## src/rtl/decode_stage.sv

```systemverilog
// Instruction-decode stage of the 16-bit pipelined MIPS: register file with write-through
// bypass, control decode, load-use hazard detection and the ID/EX pipeline register.
module decode_stage #(
  parameter int unsigned NREGS = 8
) (
  input  logic        clk,
  input  logic        rst_n,
  input  logic [15:0] if_id_instr,
  input  logic [15:0] if_id_pc_plus_2,
  input  logic        wb_reg_write,
  input  logic [2:0]  wb_write_reg,
  input  logic [15:0] wb_write_data,
  input  logic        flush,
  output logic        stall,
  output logic [15:0] pc_plus_2_out_pipe_2,
  output logic [15:0] read_data_1_out_pipe_2,
  output logic [15:0] read_data_2_out_pipe_2,
  output logic [15:0] sign_extended_imm_out_pipe_2,
  output logic [2:0]  rs_pipe_2,
  output logic [2:0]  rt_pipe_2,
  output logic [2:0]  rd_pipe_2,
  output logic        aluSrc,
  output logic        regDst,
  output logic        memRead,
  output logic        memWrite,
  output logic        memToReg,
  output logic        regWrite,
  output logic        branch,
  output logic [1:0]  aluOp
);

  localparam int unsigned DW = 16;
  localparam int unsigned RW = 3;

  typedef struct packed {
    logic       alu_src;
    logic       reg_dst;
    logic       mem_read;
    logic       mem_write;
    logic       mem_to_reg;
    logic       reg_write;
    logic       branch;
    logic [1:0] alu_op;
  } ctrl_t;

  logic [RW-1:0] opcode, rs, rt, rd;
  logic [DW-1:0] imm_ext;
  logic [DW-1:0] rdata1, rdata2;
  ctrl_t         ctrl_dec;
  logic          rs_used, rt_used;

  logic [DW-1:0] regs_q [NREGS];

  logic [DW-1:0] pc_q, rd1_q, rd2_q, imm_q;
  logic [RW-1:0] rs_q, rt_q, rd_q;
  ctrl_t         ctrl_q, ctrl_d;

  assign opcode  = if_id_instr[15:13];
  assign rs      = if_id_instr[12:10];
  assign rt      = if_id_instr[9:7];
  assign rd      = if_id_instr[6:4];
  assign imm_ext = {{9{if_id_instr[6]}}, if_id_instr[6:0]};

  // Register file; r0 is never written and always reads as zero.
  always_ff @(posedge clk or negedge rst_n) begin
    if (!rst_n) begin
      for (int i = 0; i < int'(NREGS); i++) regs_q[i] <= '0;
    end else if (wb_reg_write && (wb_write_reg != RW'(0))) begin
      regs_q[wb_write_reg] <= wb_write_data;
    end
  end

  // Write-through read ports so a same-cycle writeback is visible to decode.
  always_comb begin
    rdata1 = '0;
    if (rs != RW'(0)) begin
      rdata1 = (wb_reg_write && (wb_write_reg == rs)) ? wb_write_data : regs_q[rs];
    end
  end

  always_comb begin
    rdata2 = '0;
    if (rt != RW'(0)) begin
      rdata2 = (wb_reg_write && (wb_write_reg == rt)) ? wb_write_data : regs_q[rt];
    end
  end

  always_comb begin
    ctrl_dec = '0;
    rs_used  = 1'b0;
    rt_used  = 1'b0;
    unique case (opcode)
      3'b000: begin
        ctrl_dec.reg_dst   = 1'b1;
        ctrl_dec.reg_write = 1'b1;
        ctrl_dec.alu_op    = 2'b10;
        rs_used            = 1'b1;
        rt_used            = 1'b1;
      end
      3'b001: begin
        ctrl_dec.alu_src   = 1'b1;
        ctrl_dec.reg_write = 1'b1;
        rs_used            = 1'b1;
      end
      3'b010: begin
        ctrl_dec.alu_src    = 1'b1;
        ctrl_dec.mem_read   = 1'b1;
        ctrl_dec.mem_to_reg = 1'b1;
        ctrl_dec.reg_write  = 1'b1;
        rs_used             = 1'b1;
      end
      3'b011: begin
        ctrl_dec.alu_src   = 1'b1;
        ctrl_dec.mem_write = 1'b1;
        rs_used            = 1'b1;
        rt_used            = 1'b1;
      end
      3'b100: begin
        ctrl_dec.branch = 1'b1;
        ctrl_dec.alu_op = 2'b01;
        rs_used         = 1'b1;
        rt_used         = 1'b1;
      end
      default: ctrl_dec = '0;
    endcase
  end

  // Load-use: the load in ID/EX targets a register the decoding instruction reads.
  assign stall = ctrl_q.mem_read && (rt_q != RW'(0)) &&
                 ((rs_used && (rt_q == rs)) || (rt_used && (rt_q == rt)));

  always_comb begin
    ctrl_d = ctrl_dec;
    if (flush || stall) ctrl_d = '0;
  end

  // ID/EX register; a bubble only zeroes the controls, data still loads.
  always_ff @(posedge clk or negedge rst_n) begin
    if (!rst_n) begin
      pc_q   <= '0;
      rd1_q  <= '0;
      rd2_q  <= '0;
      imm_q  <= '0;
      rs_q   <= '0;
      rt_q   <= '0;
      rd_q   <= '0;
      ctrl_q <= '0;
    end else begin
      pc_q   <= if_id_pc_plus_2;
      rd1_q  <= rdata1;
      rd2_q  <= rdata2;
      imm_q  <= imm_ext;
      rs_q   <= rs;
      rt_q   <= rt;
      rd_q   <= rd;
      ctrl_q <= ctrl_d;
    end
  end

  assign pc_plus_2_out_pipe_2         = pc_q;
  assign read_data_1_out_pipe_2       = rd1_q;
  assign read_data_2_out_pipe_2       = rd2_q;
  assign sign_extended_imm_out_pipe_2 = imm_q;
  assign rs_pipe_2                    = rs_q;
  assign rt_pipe_2                    = rt_q;
  assign rd_pipe_2                    = rd_q;
  assign aluSrc                       = ctrl_q.alu_src;
  assign regDst                       = ctrl_q.reg_dst;
  assign memRead                      = ctrl_q.mem_read;
  assign memWrite                     = ctrl_q.mem_write;
  assign memToReg                     = ctrl_q.mem_to_reg;
  assign regWrite                     = ctrl_q.reg_write;
  assign branch                       = ctrl_q.branch;
  assign aluOp                        = ctrl_q.alu_op;

endmodule

```

## config.mk

```make
export PLATFORM = sky130hd
export DESIGN_NAME = decode_stage
export DESIGN_NICKNAME = d
export VERILOG_FILES = /design/src/rtl/decode_stage.sv
export SDC_FILE = /design/constraint.sdc
export NUM_CORES = 1
export LEC_CHECK = 0
export CAP_MARGIN = 20
export CORE_UTILIZATION = 45
export DETAILED_ROUTE_END_ITERATION = 6
export GPL_TIMING_DRIVEN = 0
export PLACE_DENSITY = 0.81
export SYNTH_ARGS = -nofsm -noshare
export SYNTH_HDL_FRONTEND = slang
export SYNTH_SLANG_ARGS = --single-unit
```

## constraint.sdc

```tcl
create_clock -name clk -period 1.2 [get_ports clk]
set_input_delay 0.18 -clock clk [delete_from_list [all_inputs] [get_ports clk]]
set_output_delay 0.18 -clock clk [all_outputs]
set_load 0.01 [all_outputs]
```

==> tab_implementation.tex, run 1 <==
\begin{tabular}{lr}
\hline
Metric & Value \\
\hline
\multicolumn{2}{l}{\textbf{Outcome}} \\
\quad Outcome & finished with violations \\
\quad Failing checks & negative hold slack, negative setup slack \\
\multicolumn{2}{l}{\textbf{Synth}} \\
\quad Cells taking the most area after synthesis & sky130\_fd\_sc\_hd\_\_dfrtp\_1 52\%, sky130\_fd\_sc\_hd\_\_mux2\_2 9.1\%, sky130\_fd\_sc\_hd\_\_mux4\_2 8.0\% \\
\quad Post-synthesis async set-or-reset flop share & 100\% \\
\quad Yosys warning count & 0 \\
\quad Number of distinct library cells after synthesis & 42 \\
\quad Average footprint of a synthesized cell & 14.6 um2 \\
\quad Net Count, Synth & 710 \\
\quad Leading cell types by count after synthesis & 197 x sky130\_fd\_sc\_hd\_\_dfrtp\_1, 77 x sky130\_fd\_sc\_hd\_\_mux2\_2, 62 x sky130\_fd\_sc\_hd\_\_mux2i\_1 \\
\quad Dominant cell by count in the synthesized netlist & sky130\_fd\_sc\_hd\_\_dfrtp\_1 \\
\quad Leading area contributor after synthesis & sky130\_fd\_sc\_hd\_\_dfrtp\_1 \\
\quad Total standard cell area after synthesis & 9540 um2 \\
\quad Area share of the largest cell type after synthesis & 51.7\% \\
\quad Synth Register Bits & 197 \\
\quad Post-synth EDFFs & 0 \\
\quad Commonest register cell after synthesis & sky130\_fd\_sc\_hd\_\_dfrtp\_1 \\
\quad Cell count after synthesis & 655 \\
\quad Sequential share of the synthesized area & 51.7\% \\
\multicolumn{2}{l}{\textbf{Placement}} \\
\quad Standard cell area after detailed placement & 11600 um2 \\
\quad Placed Cells incl. Taps & 1058 \\
\quad Weighted congestion at the end of routability-driven global placement & 0.775 \\
\quad Worst setup slack before clock tree synthesis & -1280 ps \\
\quad Post-detailed-placement half-perimeter wirelength & 15600 um \\
\quad IO buf count & 132 \\
\multicolumn{2}{l}{\textbf{STA}} \\
\quad Post-route fraction of the period consumed by the critical path & 143\% \\
\quad Highest attainable clock frequency & 585 MHz \\
\quad Final critical-path setup slack & -511 ps \\
\quad Final count of pins violating max slew & 0 \\
\quad Slew HR & 56.8\% \\
\quad Final worst clock skew & 11.5 ps \\
\quad Final worst path period need & 1710 ps \\
\quad Total of endpoints with negative setup slack in the final report & 59 \\
\quad Final hold slack & -286 ps \\
\quad Post-Route Setup TNS & -7590 ps \\
\quad Hold Vio Cnt, Final & 77 \\
\quad RSZ-0062 raised after global routing & yes \\
\quad Worst Max-Slew Pin Slew & 647 ps \\
\multicolumn{2}{l}{\textbf{Finish}} \\
\quad Layout filler cell count & 1475 \\
\quad Final Net Count & 912 \\
\quad Utilization of the core after routing & 63.2\% \\
\quad Diode count & 0 \\
\quad Area of all placed cells without fillers & 13000 um2 \\
\quad Non-filler instance count after layout & 1140 \\
\quad Fraction of final layout cells with drive strength greater than 1 & 55.6\% \\
\quad Area growth from synthesis to layout & 35.8\% \\
\multicolumn{2}{l}{\textbf{Worst setup path}} \\
\quad Launching element type of the critical path & register \\
\quad Category of the most critical setup path & reg2out \\
\quad Critical Path End Type & primary output \\
\quad Crit path max fanout & 4 \\
\quad Critical Path AT & 1530 ps \\
\quad Critical path required time & 1020 ps \\
\multicolumn{2}{l}{\textbf{CTS}} \\
\quad CTS HTree Levels & 4 \\
\quad CTS Buf Count & 17 \\
\quad Maximum number of buffers from clock root to sink & 2 \\
\quad \# hold bufs at CTS & 3 \\
\quad CTS tree & done \\
\quad Sink Count & 197 \\
\quad Clock tree root driver cell & sky130\_fd\_sc\_hd\_\_clkbuf\_16 \\
\quad Reg clk slew, reported paths & 80 ps \\
\quad Clock insertion delay at the later pin of the skew report & 440 ps \\
\multicolumn{2}{l}{\textbf{Die}} \\
\quad I/O pin total & 138 \\
\quad Initial Utilization & 46.6\% \\
\quad Die Y & 148 um \\
\quad Core ar. & 20500 um2 \\
\quad Width of the chip & 148 um \\
\quad Site row count & 52 \\
\quad Die Area & 21800 um2 \\
\multicolumn{2}{l}{\textbf{Routing}} \\
\quad Number of DRC markers in iteration 0 & 443 \\
\quad Total number of vias & 6518 \\
\quad Final wirelength & 26400 um \\
\quad Total DRC errors in the routed layout & 0 \\
\quad Antenna viol nets, final & 0 \\
\quad Total iterations of the first detailed-routing run & 4 \\
\quad Drt wl/cell & 23.1 um \\
\quad Via density per instance & 5.72 \\
\multicolumn{2}{l}{\textbf{Power and ir drop}} \\
\quad Power per standard cell area & 1480 nW/um2 \\
\quad Max IR drop VDD & 1.10 mV \\
\quad Leakage & 5.68 nW \\
\quad Total Power Consumption & 19.2 mW \\
\multicolumn{2}{l}{\textbf{Global routing}} \\
\quad Via count of the first global-routing pass & 6953 \\
\quad Antenna violations before repair & 0 \\
\quad GRT Overall Usage & 24.9\% \\
\quad Maximum number of pins on one net before global-route repair & 121 \\
\quad Wire length of the first global-routing pass & 40300 um \\
\quad Aggregate global routing overflow & 0 \\
\multicolumn{2}{l}{\textbf{Worst hold path}} \\
\quad Path class of the lowest-slack min-delay path & in2async \\
\multicolumn{2}{l}{\textbf{Flow run}} \\
\quad Max-cap violations & 0 \\
\hline
\end{tabular}
## state kept, by name, summed over array words and instances (netlist names)
name,count
aluOp,2
aluSrc,1
branch,1
memRead,1
memWrite,1
pc_plus_2_out_pipe_2,16
rd_pipe_2,2
read_data_1_out_pipe_2,16
read_data_2_out_pipe_2,16
regDst,1
regWrite,1
regs_q,128
rs_pipe_2,3
rt_pipe_2,3
sign_extended_imm_out_pipe_2,5
## cell usage in the layout (no fill, tap or decap), types with 16 or more instances in the layout
cell / count
sky130_fd_sc_hd__buf_12: 18
sky130_fd_sc_hd__mux2i_1: 51
sky130_fd_sc_hd__clkbuf_1: 16
sky130_fd_sc_hd__mux2_4: 27
sky130_fd_sc_hd__mux2_2: 77
sky130_fd_sc_hd__dfrtp_1: 193
sky130_fd_sc_hd__mux4_2: 34
sky130_fd_sc_hd__buf_2: 68
sky130_fd_sc_hd__nor2_1: 31
sky130_fd_sc_hd__nor3_2: 25
sky130_fd_sc_hd__buf_6: 50
sky130_fd_sc_hd__clkdlybuf4s50_1: 41
sky130_fd_sc_hd__buf_4: 38
sky130_fd_sc_hd__a211oi_2: 26
sky130_fd_sc_hd__o22ai_2: 17
sky130_fd_sc_hd__clkbuf_16: 17
## power breakdown
part	total (mW)	internal [mW]	switching (mW)
registers	8.53	7.76	0.775
clock network	5.91	3.01	2.90
logic	4.74	2.72	2.03
## layout make-up
type | instances | area, um2 | share of cell area (%)
clock buffer | 17 | 425 | 3.28
clock inverter | 15 | 185 | 1.43
tap | 270 | 338 | 2.61
sequential | 197 | 4930 | 38.1
multi-input combinational | 380 | 4570 | 35.3
buffer | 69 | 759 | 5.86
timing repair buffer | 192 | 1740 | 13.4
## worst paths after layout
check,startpoint,endpoint,slack [ps],cells past startpoint
max,rt_pipe_2[2],stall,-510,4
min,rst_n,regs_q[119],-290,1
max reg2reg,rt_pipe_2[2],aluOp[1],-260,5
min reg2reg,regs_q[118],regs_q[118],490,1
max in group asynchronous,rst_n,rd_pipe_2[0],490,2
min in group clk,if_id_instr[7],rt_pipe_2[0],20,1
## logic make-up after synthesis
group / count (synthesis) / synth area share, %
xor+xnor: 13 / 1.19
mux: 208 / 27.7
flops: 197 / 51.7
buf+inv: 78 / 5.81
simple gates: 91 / 6.92
compound gates: 68 / 6.66
## worst max-delay path: stages (launching register included)
cell and delay, ps:
sky130_fd_sc_hd__dfrtp_2 460, sky130_fd_sc_hd__buf_4 150, sky130_fd_sc_hd__o311ai_2 290, sky130_fd_sc_hd__a21oi_4 50
sky130_fd_sc_hd__buf_6 130
## layer usage
metal | routed length (um) | global-route usage, % | vias up
met5 | 0 | 0 | -
met4 | 621 | 7.53 | 0
met3 | 1670 | 5.43 | 48
met2 | 13300 | 41.7 | 226
met1 | 10800 | 32.4 | 3415
li1 | - | - | 2829
## timing repair
| item | in CTS | in global routing |
|---|---|---|
| gates resized for setup | 441 | 34 |
| setup endpoints to repair | 210 | 76 |
| pin swaps | 23 | 13 |
| gates cloned | 6 | 0 |
| setup buffers | 38 | 15 |
| hold endpoints to repair | 80 | 77 |
Note: power is estimated with default switching activity, not from simulation.
==> run 2, diff against run 1 <==
- HOLD_SLACK_MARGIN: unset -> 0.15
==> tab_implementation.tex, run 2 (synthesized netlist as in run 1, its figures left out) <==
\begin{tabular}{lr}
\hline
Metric & Value \\
\hline
\multicolumn{2}{l}{\textbf{Die}} \\
\quad Site row count & 52 (unchanged) \\
\quad Die Y & 148 um (unchanged) \\
\quad Width of the chip & 148 um (unchanged) \\
\quad Core ar. & 20500 um2 (unchanged) \\
\quad Initial Utilization & 46.6\% (unchanged) \\
\quad Die Area & 21800 um2 (unchanged) \\
\quad I/O pin total & 138 (unchanged) \\
\multicolumn{2}{l}{\textbf{Finish}} \\
\quad Area used by multi-input combinational logic & 4560 um2 (-0.38\%) \\
\quad Layout filler cell count & 1441 (-2.3\%) \\
\quad Most frequent cells in the layout & 193 x sky130\_fd\_sc\_hd\_\_dfrtp\_1, 77 x sky130\_fd\_sc\_hd\_\_mux2\_2, 67 x sky130\_fd\_sc\_hd\_\_buf\_2 \\
\quad Diode count & 0 (unchanged) \\
\quad Non-filler instance count after layout & 1151 (+0.96\%) \\
\quad Fraction of final layout cells with drive strength greater than 1 & 55.2\% (-0.47 points) \\
\quad FF/Latch Area & 4930 um2 (unchanged) \\
\quad Leading cell type in the layout, fill and taps excluded & sky130\_fd\_sc\_hd\_\_dfrtp\_1 \\
\quad Most flop-heavy register & regs\_q \\
\quad Max reg flops & 128 (unchanged) \\
\quad Area growth from synthesis to layout & 36.9\% \\
\quad Final Net Count & 923 (+1.2\%) \\
\multicolumn{2}{l}{\textbf{STA}} \\
\quad Final count of pins violating max slew & 0 (unchanged) \\
\quad Worst Max-Slew Pin Slew & 646 ps (-1.45 ps) \\
\quad Final worst path period need & 1780 ps (+72.4 ps) \\
\quad Slew HR & 56.9\% (+0.097 points) \\
\quad Highest attainable clock frequency & 561 MHz (-4.1\%) \\
\quad Hold Vio Cnt, Final & 77 (unchanged) \\
\quad Final worst clock skew & 11.2 ps (-0.338 ps) \\
\quad Post-Route Setup TNS & -9290 ps (-1700 ps) \\
\quad Post-route fraction of the period consumed by the critical path & 149\% (+6.0 points) \\
\quad Final hold slack & -278 ps (+7.71 ps) \\
\quad Final critical-path setup slack & -583 ps (-72.4 ps) \\
\quad Total of endpoints with negative setup slack in the final report & 59 (unchanged) \\
\quad RSZ-0062 raised after global routing & yes \\
\multicolumn{2}{l}{\textbf{CTS}} \\
\quad Sink Count & 197 (unchanged) \\
\quad CTS HTree Levels & 4 (unchanged) \\
\quad CTS Buf Count & 17 (unchanged) \\
\quad Reg clk slew, reported paths & 80 ps (about the same) \\
\quad Maximum number of buffers from clock root to sink & 2 (unchanged) \\
\quad Clock tree root driver cell & sky130\_fd\_sc\_hd\_\_clkbuf\_16 \\
\quad CTS tree & done \\
\quad Clock insertion delay at the later pin of the skew report & 430 ps (about the same) \\
\multicolumn{2}{l}{\textbf{Worst setup path}} \\
\quad Critical Path AT & 1600 ps (+70 ps) \\
\quad Critical path required time & 1020 ps (about the same) \\
\quad Maximum cell stage delay along the critical path & 460 ps (about the same) \\
\quad Crit path max fanout & 4 (unchanged) \\
\quad Critical Path End Type & primary output \\
\quad Critical-path cell with the highest stage delay & sky130\_fd\_sc\_hd\_\_dfrtp\_2 \\
\quad Launching element type of the critical path & register \\
\quad Ordered cell list for the critical path & xnor2\_2 -> nand4\_1 -> a21oi\_4 -> buf\_6 \\
\quad Category of the most critical setup path & reg2out \\
\multicolumn{2}{l}{\textbf{Placement}} \\
\quad IO buf count & 132 (unchanged) \\
\quad Weighted congestion at the end of routability-driven global placement & 0.775 (unchanged) \\
\quad Placed Cells incl. Taps & 1058 (unchanged) \\
\quad Post-detailed-placement half-perimeter wirelength & 15600 um (unchanged) \\
\multicolumn{2}{l}{\textbf{Global routing}} \\
\quad Aggregate global routing overflow & 0 (unchanged) \\
\quad Wire length of the first global-routing pass & 40500 um (+0.34\%) \\
\quad Antenna violations before repair & 0 (unchanged) \\
\quad GRT Overall Usage & 25.0\% (+0.083 points) \\
\quad Maximum number of pins on one net before global-route repair & 121 (unchanged) \\
\quad Via count of the first global-routing pass & 6969 (+0.23\%) \\
\multicolumn{2}{l}{\textbf{Flow run}} \\
\quad Max-cap violations & 0 (unchanged) \\
\multicolumn{2}{l}{\textbf{Power and ir drop}} \\
\quad Total Power Consumption & 19.2 mW (about the same) \\
\quad Leakage & 5.74 nW (+1.1\%) \\
\quad Power per standard cell area & 1470 nW/um2 (-0.86\%) \\
\quad Max IR drop VDD & 1.06 mV (-3.8\%) \\
\multicolumn{2}{l}{\textbf{Outcome}} \\
\quad Failing checks & negative hold slack, negative setup slack \\
\quad Outcome & finished with violations \\
\multicolumn{2}{l}{\textbf{Routing}} \\
\quad Drt wl/cell & 23.2 um (+0.42\%) \\
\quad Antenna viol nets, final & 0 (unchanged) \\
\quad Via density per instance & 5.77 (+0.90\%) \\
\quad Final wirelength & 26800 um (+1.4\%) \\
\quad Total number of vias & 6640 (+1.9\%) \\
\quad Total DRC errors in the routed layout & 0 (unchanged) \\
\quad Total iterations of the first detailed-routing run & 4 (unchanged) \\
\quad Number of DRC markers in iteration 0 & 427 (-3.6\%) \\
\multicolumn{2}{l}{\textbf{Worst hold path}} \\
\quad Path class of the lowest-slack min-delay path & in2async \\
\hline
\end{tabular}
[run 2: cell types whose count changed in the layout (fill, tap and decap cells not counted), sizes merged]
cell / before / now
dlygate4sd3: 3 / 10
buf: 188 / 192
bufbuf: 3 / 2
clkdlybuf4s15: 5 / 6
[run 2: where the power goes]
part	switching [mW]	internal [mW]	leakage [nW]	total, mW
Clock	2.88	3.01	0.299	5.90
Sequential	0.764	7.76	2.41	8.52
Combinational	2.03	2.72	3.03	4.76
[run 2: through the flow]
step / area (um2) / utilization [%] / setup slack (ps)
finish: 13100 / 63.7 / -583
floorplan: 9910 / - / -116
CTS: 12800 / 62.3 / -491
global route: 13100 / 63.7 / -617
global placement: 11600 / 56.4 / -9010
detailed placement: 11600 / 56.6 / -1280
[run 2: final cells by class]
cell class,count,share of cell area [%]
multi-input cells,380,34.9
plain buffers,69,5.87
flip-flops and latches,197,37.8
repair buffers,203,14.2
well taps,270,2.59
clock inverters,15,1.42
clock buffers,17,3.26
[run 2: path summary, 6_finish.rpt]
check                                   startpoint                       to  slack (ps)  depth (start not counted)
worst max-delay path                  rt_pipe_2[1]                    stall        -580                          4
worst min-delay path                         rst_n              regs_q[119]        -280                          1
worst max register to register        rt_pipe_2[2]                 aluOp[1]        -460                          6
worst min register to register         regs_q[119]              regs_q[119]         490                          1
max in group asynchronous                    rst_n             rd_pipe_2[0]         480                          2
min in group clk                if_id_pc_plus_2[9]  pc_plus_2_out_pipe_2[9]         170                          1
[run 2: repair_timing]
action | in CTS | in global routing
hold buffers | 7 | 3
endpoints found under the setup margin | 210 | 84
setup buffers | 38 | 18
cloned | 6 | 0
resized for setup | 441 | 34
endpoints found under the hold margin | 91 | 80
pin swaps | 23 | 10
[run 2: per-layer routing]
layer	global-route usage (%)	up-vias	wire length [um]
met5	0	-	0
met2	42.1	291	13800
li1	-	2842	-
met4	7.53	0	531
met1	32.2	3458	10600
met3	5.62	49	1840
[run 2: worst max-delay path: cells and delay by family (launching register included)]
kind | cells | cell delay [ps]
XOR/XNOR | 1 | 200
AO/OA/AOI/OAI | 1 | 190
buffers and inverters | 1 | 130
flip-flops | 1 | 460
AND/OR/NAND/NOR | 1 | 190
==> variant 1 (config.mk and constraints of run 2) <==
`rd2_q` no longer has a reset.
--- a/src/rtl/decode_stage.sv
+++ b/src/rtl/decode_stage.sv
@@ -141,3 +141,2 @@
       rd1_q  <= '0;
-      rd2_q  <= '0;
       imm_q  <= '0;
@@ -150,3 +149,2 @@
       rd1_q  <= rdata1;
-      rd2_q  <= rdata2;
       imm_q  <= imm_ext;
@@ -157,2 +155,6 @@
     end
+  end
+
+  always_ff @(posedge clk) begin
+    rd2_q <= rdata2;
   end
Behaviour: not the same (Yosys sat finds a counterexample within 4 cycles, from zero or initial values and one cycle with rst_n low).
==> variant 1 against run 2 <==
The flow still finishes with violations (hold timing, setup timing); fmax rose by 4.2%; clock skew decreased by 2.5 ps; count of clock-buffer cells in the layout rose by 5; global-route usage decreased by 1.2 points; synthesized area down 0.83%; design area is 3.9% lower; highest routed layer unchanged; largest power group unchanged; worst setup slack better by 72 ps; sequential power hardly changed; hold slack worse by 68 ps; wire length fell by 7.2%; total power down 0.96%; sequential cell count stayed put; combinational power fell by 5.7%.
==> variant 1: results (changes against run 2) <==
The run finished, with violations left. The checks that failed: hold timing, setup timing. The post-placement worst setup slack was -1250 ps (+28.6 ps). The placement-stage cell area came out at 11500 µm² (-1.1%).

The total routing usage reported by global routing came to 0.238 (-0.0116). The met1 usage in global routing came out at 0.304 (-0.0184). The count of non-filler cells in the finished layout came to 1121 (-2.6%). After synthesis, the cell types taking the most area are dfrtp_1, mux2_2, mux4_2. The distinct cell type count of the synthesized netlist is 43 (+2.4%).

The worst hold slack came out at -346 ps (-68.0 ps). The met2 usage came out at 0.404 (-0.0170). The mean instance size in the synthesized netlist is 14.4 µm² (-0.83%).

The measured slew at the worst slew-check pin is 642 ps (-4.21 ps). The detailed-routing wirelength on met1 came out at 10.5 mm (-1.0%). The sequential area share after synthesis came out at 0.512 (-0.00416). The final setup violation count came out at 58 (-1.7%). The hold violation total from the final report came out at 58 (-25%).

In this run the worst setup path terminates at stall. The sum of net half-perimeters after detailed placement is 15.2 mm (-2.7%). The placer's final routability congestion estimate came out at 0.802 (+3.5%). The cell count of the worst reg-to-reg path came out at 5 (-1).

The total clock buffers created by CTS was 17 (unchanged). The antenna diode instance count came out at 0 (unchanged). The global-route wire length before repair is 38.4 mm (-5.0%).

The sum of met2 wire segment lengths after detailed routing is 12.3 mm (-11%). The count of input and output buffers is 132 (unchanged). The slack of the worst reg-to-reg path came to -260 ps (+200 ps).

The endpoint of the worst-slack reg-to-reg timing path is regWrite. The count of vias placed by the detailed router came out at 6292 (-5.2%). The quantity of gates resized following cts came out at 370 (-16%). By count the netlist is led by dfrtp_1, mux2_2, mux2i_1. The post-route setup TNS is -7340 ps (+1950 ps). The register name with the most flops is regs_q. The worst voltage drop across the vdd grid is 1.04 mV (-1.9%). The final setup skew is 8.63 ps (-2.53 ps). The layout net count is 893 (-3.3%).

The worst register-to-register path begins at rt_pipe_2[0]. The final-layout fill cell count is 1538 (+6.7%). The number of global-route vias before repair is 6735 (-3.4%).

The share of async-settable or async-resettable flops after synthesis came to 0.919 (-0.0812). The met3 layer wire length in the routed design is 1.19 mm (-35%). The proportion of layout cells with a drive suffix above 1 came out at 0.514 (-0.0381). The total setup buffers inserted after CTS came to 25 (-34%). The worst setup margin came out at -512 ps (+71.7 ps).

The net switching power is 5.10 mW (-10%). The largest net degree at the start of global routing was 124 (+2.5%). The leakage dissipation is 5.45 nW (-5.2%). The average wire per cell in the routed design is 22.2 µm (-4.7%). The violation count after the first detailed-routing iteration is 384 (-10%).

The longest individual stage delay on the worst path came out at 440 ps (-20 ps). The CTS H-tree depth is 4 (unchanged). The data arrival time of the worst path came out at 1530 ps (-70 ps). The met3 routing resource usage after global routing is 0.0345 (-0.0217).
variant 1: cell type report:
cell class | count | area, µm² | share of cell area
Clock inverter | 10 | 158 | 0.0126
Timing Repair Buffer | 169 | 1520 | 0.121
Multi-Input combinational cell | 380 | 4470 | 0.356
Clock buffer | 22 | 454 | 0.0362
Tap cell | 270 | 338 | 0.0269
Sequential cell | 197 | 4850 | 0.387
Buffer | 73 | 766 | 0.0610
variant 1: power by group through the flow:
stage	Clock, mW	Sequential, mW	Combinational, mW
after detailed placement	0	8.56	4.38
after floorplan	0	8.54	2.75
after global routing	6.35	8.62	4.78
after CTS	6.09	8.45	4.44
after global placement	0	8.51	4.28
final	6.00	8.50	4.49
variant 1: cell families after synthesis:
kind of cell    after synthesis  synth area share
simple gates                 91            0.0698
mux                         208             0.280
xor+xnor                     13            0.0120
compound gates               68            0.0672
flops                       197             0.512
buf+inv                      78            0.0587
==> variant 2 (config.mk and constraints of run 2) <==
Made on the original files. Reset style: synchronous (`rst_n`), changed in 2 clocked blocks.
--- a/src/rtl/decode_stage.sv
+++ b/src/rtl/decode_stage.sv
@@ -64,3 +64,3 @@
   // Register file; r0 is never written and always reads as zero.
-  always_ff @(posedge clk or negedge rst_n) begin
+  always_ff @(posedge clk) begin
     if (!rst_n) begin
@@ -137,3 +137,3 @@
   // ID/EX register; a bubble only zeroes the controls, data still loads.
-  always_ff @(posedge clk or negedge rst_n) begin
+  always_ff @(posedge clk) begin
     if (!rst_n) begin
Behaviour: differs if rst_n is asserted again (counterexample within 4 cycles, from zero or initial values and one cycle with rst_n low); with rst_n held inactive, the same outputs for 4 cycles.
==> variant 2 against run 2 <==
The run ends with setup timing left; total power fell by 15%; design area shrank 6.7%; sequential cell count decreased by 2; core utilization down 1.7 points; wire length shrank 7.0%; final cell count down 5.7%; worst setup slack improved by 210 ps; synthesized area shrank 4.4%; first-iteration DRC count up 58%.
==> variant 2: results (changes against run 2) <==
The run finished, with violations left. The checks that failed: setup timing. The placement-stage cell area is 11100 µm² (-4.7%).

The share of total power consumed by net switching is 0.241 (-0.0551). The cell with the largest stage delay on the worst path is dfxtp_4. The data arrival time of the worst path came out at 1400 ps (-200 ps).

The instance count of the mapped netlist is 610 (-6.9%). The final setup violation count is 56 (-5.1%). The number of global-route vias before repair is 6263 (-10%). The post-placement cell count came out at 1018 (-3.8%). The placer's final routability congestion estimate came out at 0.791 (+2.1%).

Ranked by instance count, the synthesized netlist is headed by and2_1, edfxtp_1, dfxtp_1. The clock slew seen by the registers of the worst setup and hold paths is ~70 ps. The mean number of vias per cell is 5.58 (-3.2%). The sequential area share after synthesis was 0.568 (+0.0517). The count of pins over their slew limit was 0 (unchanged). The kind of path behind the tightest hold check is input pin to flop. The proportion of layout cells with a drive suffix above 1 came to 0.368 (-0.183). The CTS H-tree depth was 4 (unchanged). The count of input and output buffers is 128 (-3.0%). The longest individual stage delay on the worst path is 390 ps (-70 ps). The layout net count is 862 (-6.6%). The worst voltage drop across the vdd grid is 0.966 mV (-8.5%). The number of detailed-route iterations in the first pass came out at 7 (+3).

The flip-flop count of the largest register after layout came out at 128 (unchanged). The count of synthesis-stage warnings from yosys is 0 (unchanged). The initial antenna violation count is 0 (unchanged). The clock root buffer is clkbuf_16. The number of enable-type register cells in the synthesized netlist came out at 128 (+128). The final-layout fill cell count came to 1405 (-2.5%). The maximum buffer depth of the clock tree came out at 2 (unchanged). The sum of net half-perimeters after detailed placement came out at 15.7 mm (+0.33%). The total clock buffers created by CTS is 17 (unchanged). The final wirelength was 24.9 mm (-7.0%). The final setup skew came out at 10.1 ps (-1.09 ps). The leakage dissipation came to 4.62 nW (-20%). The antenna diode instance count is 0 (unchanged). The post-route setup TNS is -5400 ps (+3880 ps).

The distinct cell type count of the synthesized netlist is 29 (-31%). The measured slew at the worst slew-check pin came out at 550 ps (-95.7 ps). The largest net degree at the start of global routing came out at 19 (-84%).

The total routing usage reported by global routing came out at 0.253 (+0.00289). The share of async-settable or async-resettable flops after synthesis is 0 (-1.00). In the post-synthesis netlist, the biggest area contributors are edfxtp_1, mux4_2, dfxtp_1. The post-placement worst setup slack is -1240 ps (+46.7 ps). The violation count after the first detailed-routing iteration is 676 (+58%).

The post-detailed-route count of antenna-violating nets came out at 0 (unchanged). The count of non-filler cells in the finished layout came to 1085 (-5.7%). The worst setup margin came out at -375 ps (+208 ps). More flip-flops sit in one register than any other, and that register is regs_q. The insertion delay to the later sink of the worst-skew pair came out at 430 ps (about the same). The largest fanout on the critical path came to 4 (unchanged).

The global-route wire length before repair came out at 36.9 mm (-8.7%).
## variant 2: cell count changes in the layout (fill, tap and decap cells not counted), sizes merged, moves of 30 or more
cell    delta
buf       -90
edfxtp   +128
dfxtp     +67
and2     +141
o22ai     -32
mux2     -112
dfrtp    -197
mux4      +30
mux2i     -30
## variant 2: stage by stage
step / power, mW / util
6_report: 16.2 / 0.620
5_1_grt: 16.7 / 0.620
4_1_cts: 16.2 / 0.620
3_5_place_dp: 10.4 / 0.563
3_3_place_gp: 10.3 / 0.563
2_1_floorplan: 9.31 / -
## variant 2: logic make-up (layout without fill, tap and decap cells)
group | count (synthesis) | count (layout) | synth area share
compound gates | 39 | 39 | 0.0448
other cells | 1 | 16 | 0.000411
mux | 96 | 96 | 0.193
buf+inv | 58 | 253 | 0.0433
flops | 195 | 195 | 0.568
simple gates | 208 | 208 | 0.137
xor+xnor | 13 | 13 | 0.0133
## variant 2: area by class of cell
cell class,count,share of cell area
repair buffers,166,0.133
multi-input cells,372,0.318
well taps,265,0.0272
clock buffers,19,0.0363
clock inverters,13,0.0129
plain buffers,54,0.0450
inverters,1,0.000616
flip-flops and latches,195,0.427
## variant 2: worst max-delay path: cells and delay by family, from the launching register on
| kind | cells | cell delay [ps] |
|---|---|---|
| AO/OA/AOI/OAI | 1 | 180 |
| XOR/XNOR | 1 | 110 |
| buffers and inverters | 1 | 120 |
| flip-flops | 1 | 390 |
| AND/OR/NAND/NOR | 1 | 160 |
## variant 2: worst paths after layout
| check | start | endpoint | slack, ps | depth (start not counted) |
|---|---|---|---|---|
| hold reg to reg | memToReg | memToReg | 760 | 4 |
| setup / recovery | rt_pipe_2[1] | stall | -380 | 4 |
| hold / removal | if_id_instr[12] | read_data_1_out_pipe_2[1] | 200 | 3 |
| setup reg to reg | regs_q[7][2] | read_data_2_out_pipe_2[2] | -210 | 3 |
## variant 2: metal layers
layer	vias to the layer above	wire [µm]	share of wire	global-route usage
met5	-	0	0	0
met4	0	881	0.035	0.110
met3	71	1790	0.072	0.0454
met2	318	13400	0.54	0.454
met1	3031	8830	0.35	0.294
li1	2638	-	-	-
## variant 2: what timing repair did
item,in CTS,in global routing
hold buffers,5,0
setup endpoints to repair,368,177
resized for setup,247,82
pin swaps,15,15
endpoints found under the hold margin,5,0
setup buffers,30,4
## variant 2: power groups by stage
| stage | sequential (mW) | combinational, mW | clock, mW |
|---|---|---|---|
| floorplan | 8.04 | 1.27 | 0 |
| global placement | 7.95 | 2.35 | 0 |
| detailed placement | 7.99 | 2.38 | 0 |
| CTS | 7.83 | 2.49 | 5.85 |
| global route | 7.90 | 2.67 | 6.12 |
| finish | 7.85 | 2.55 | 5.83 |
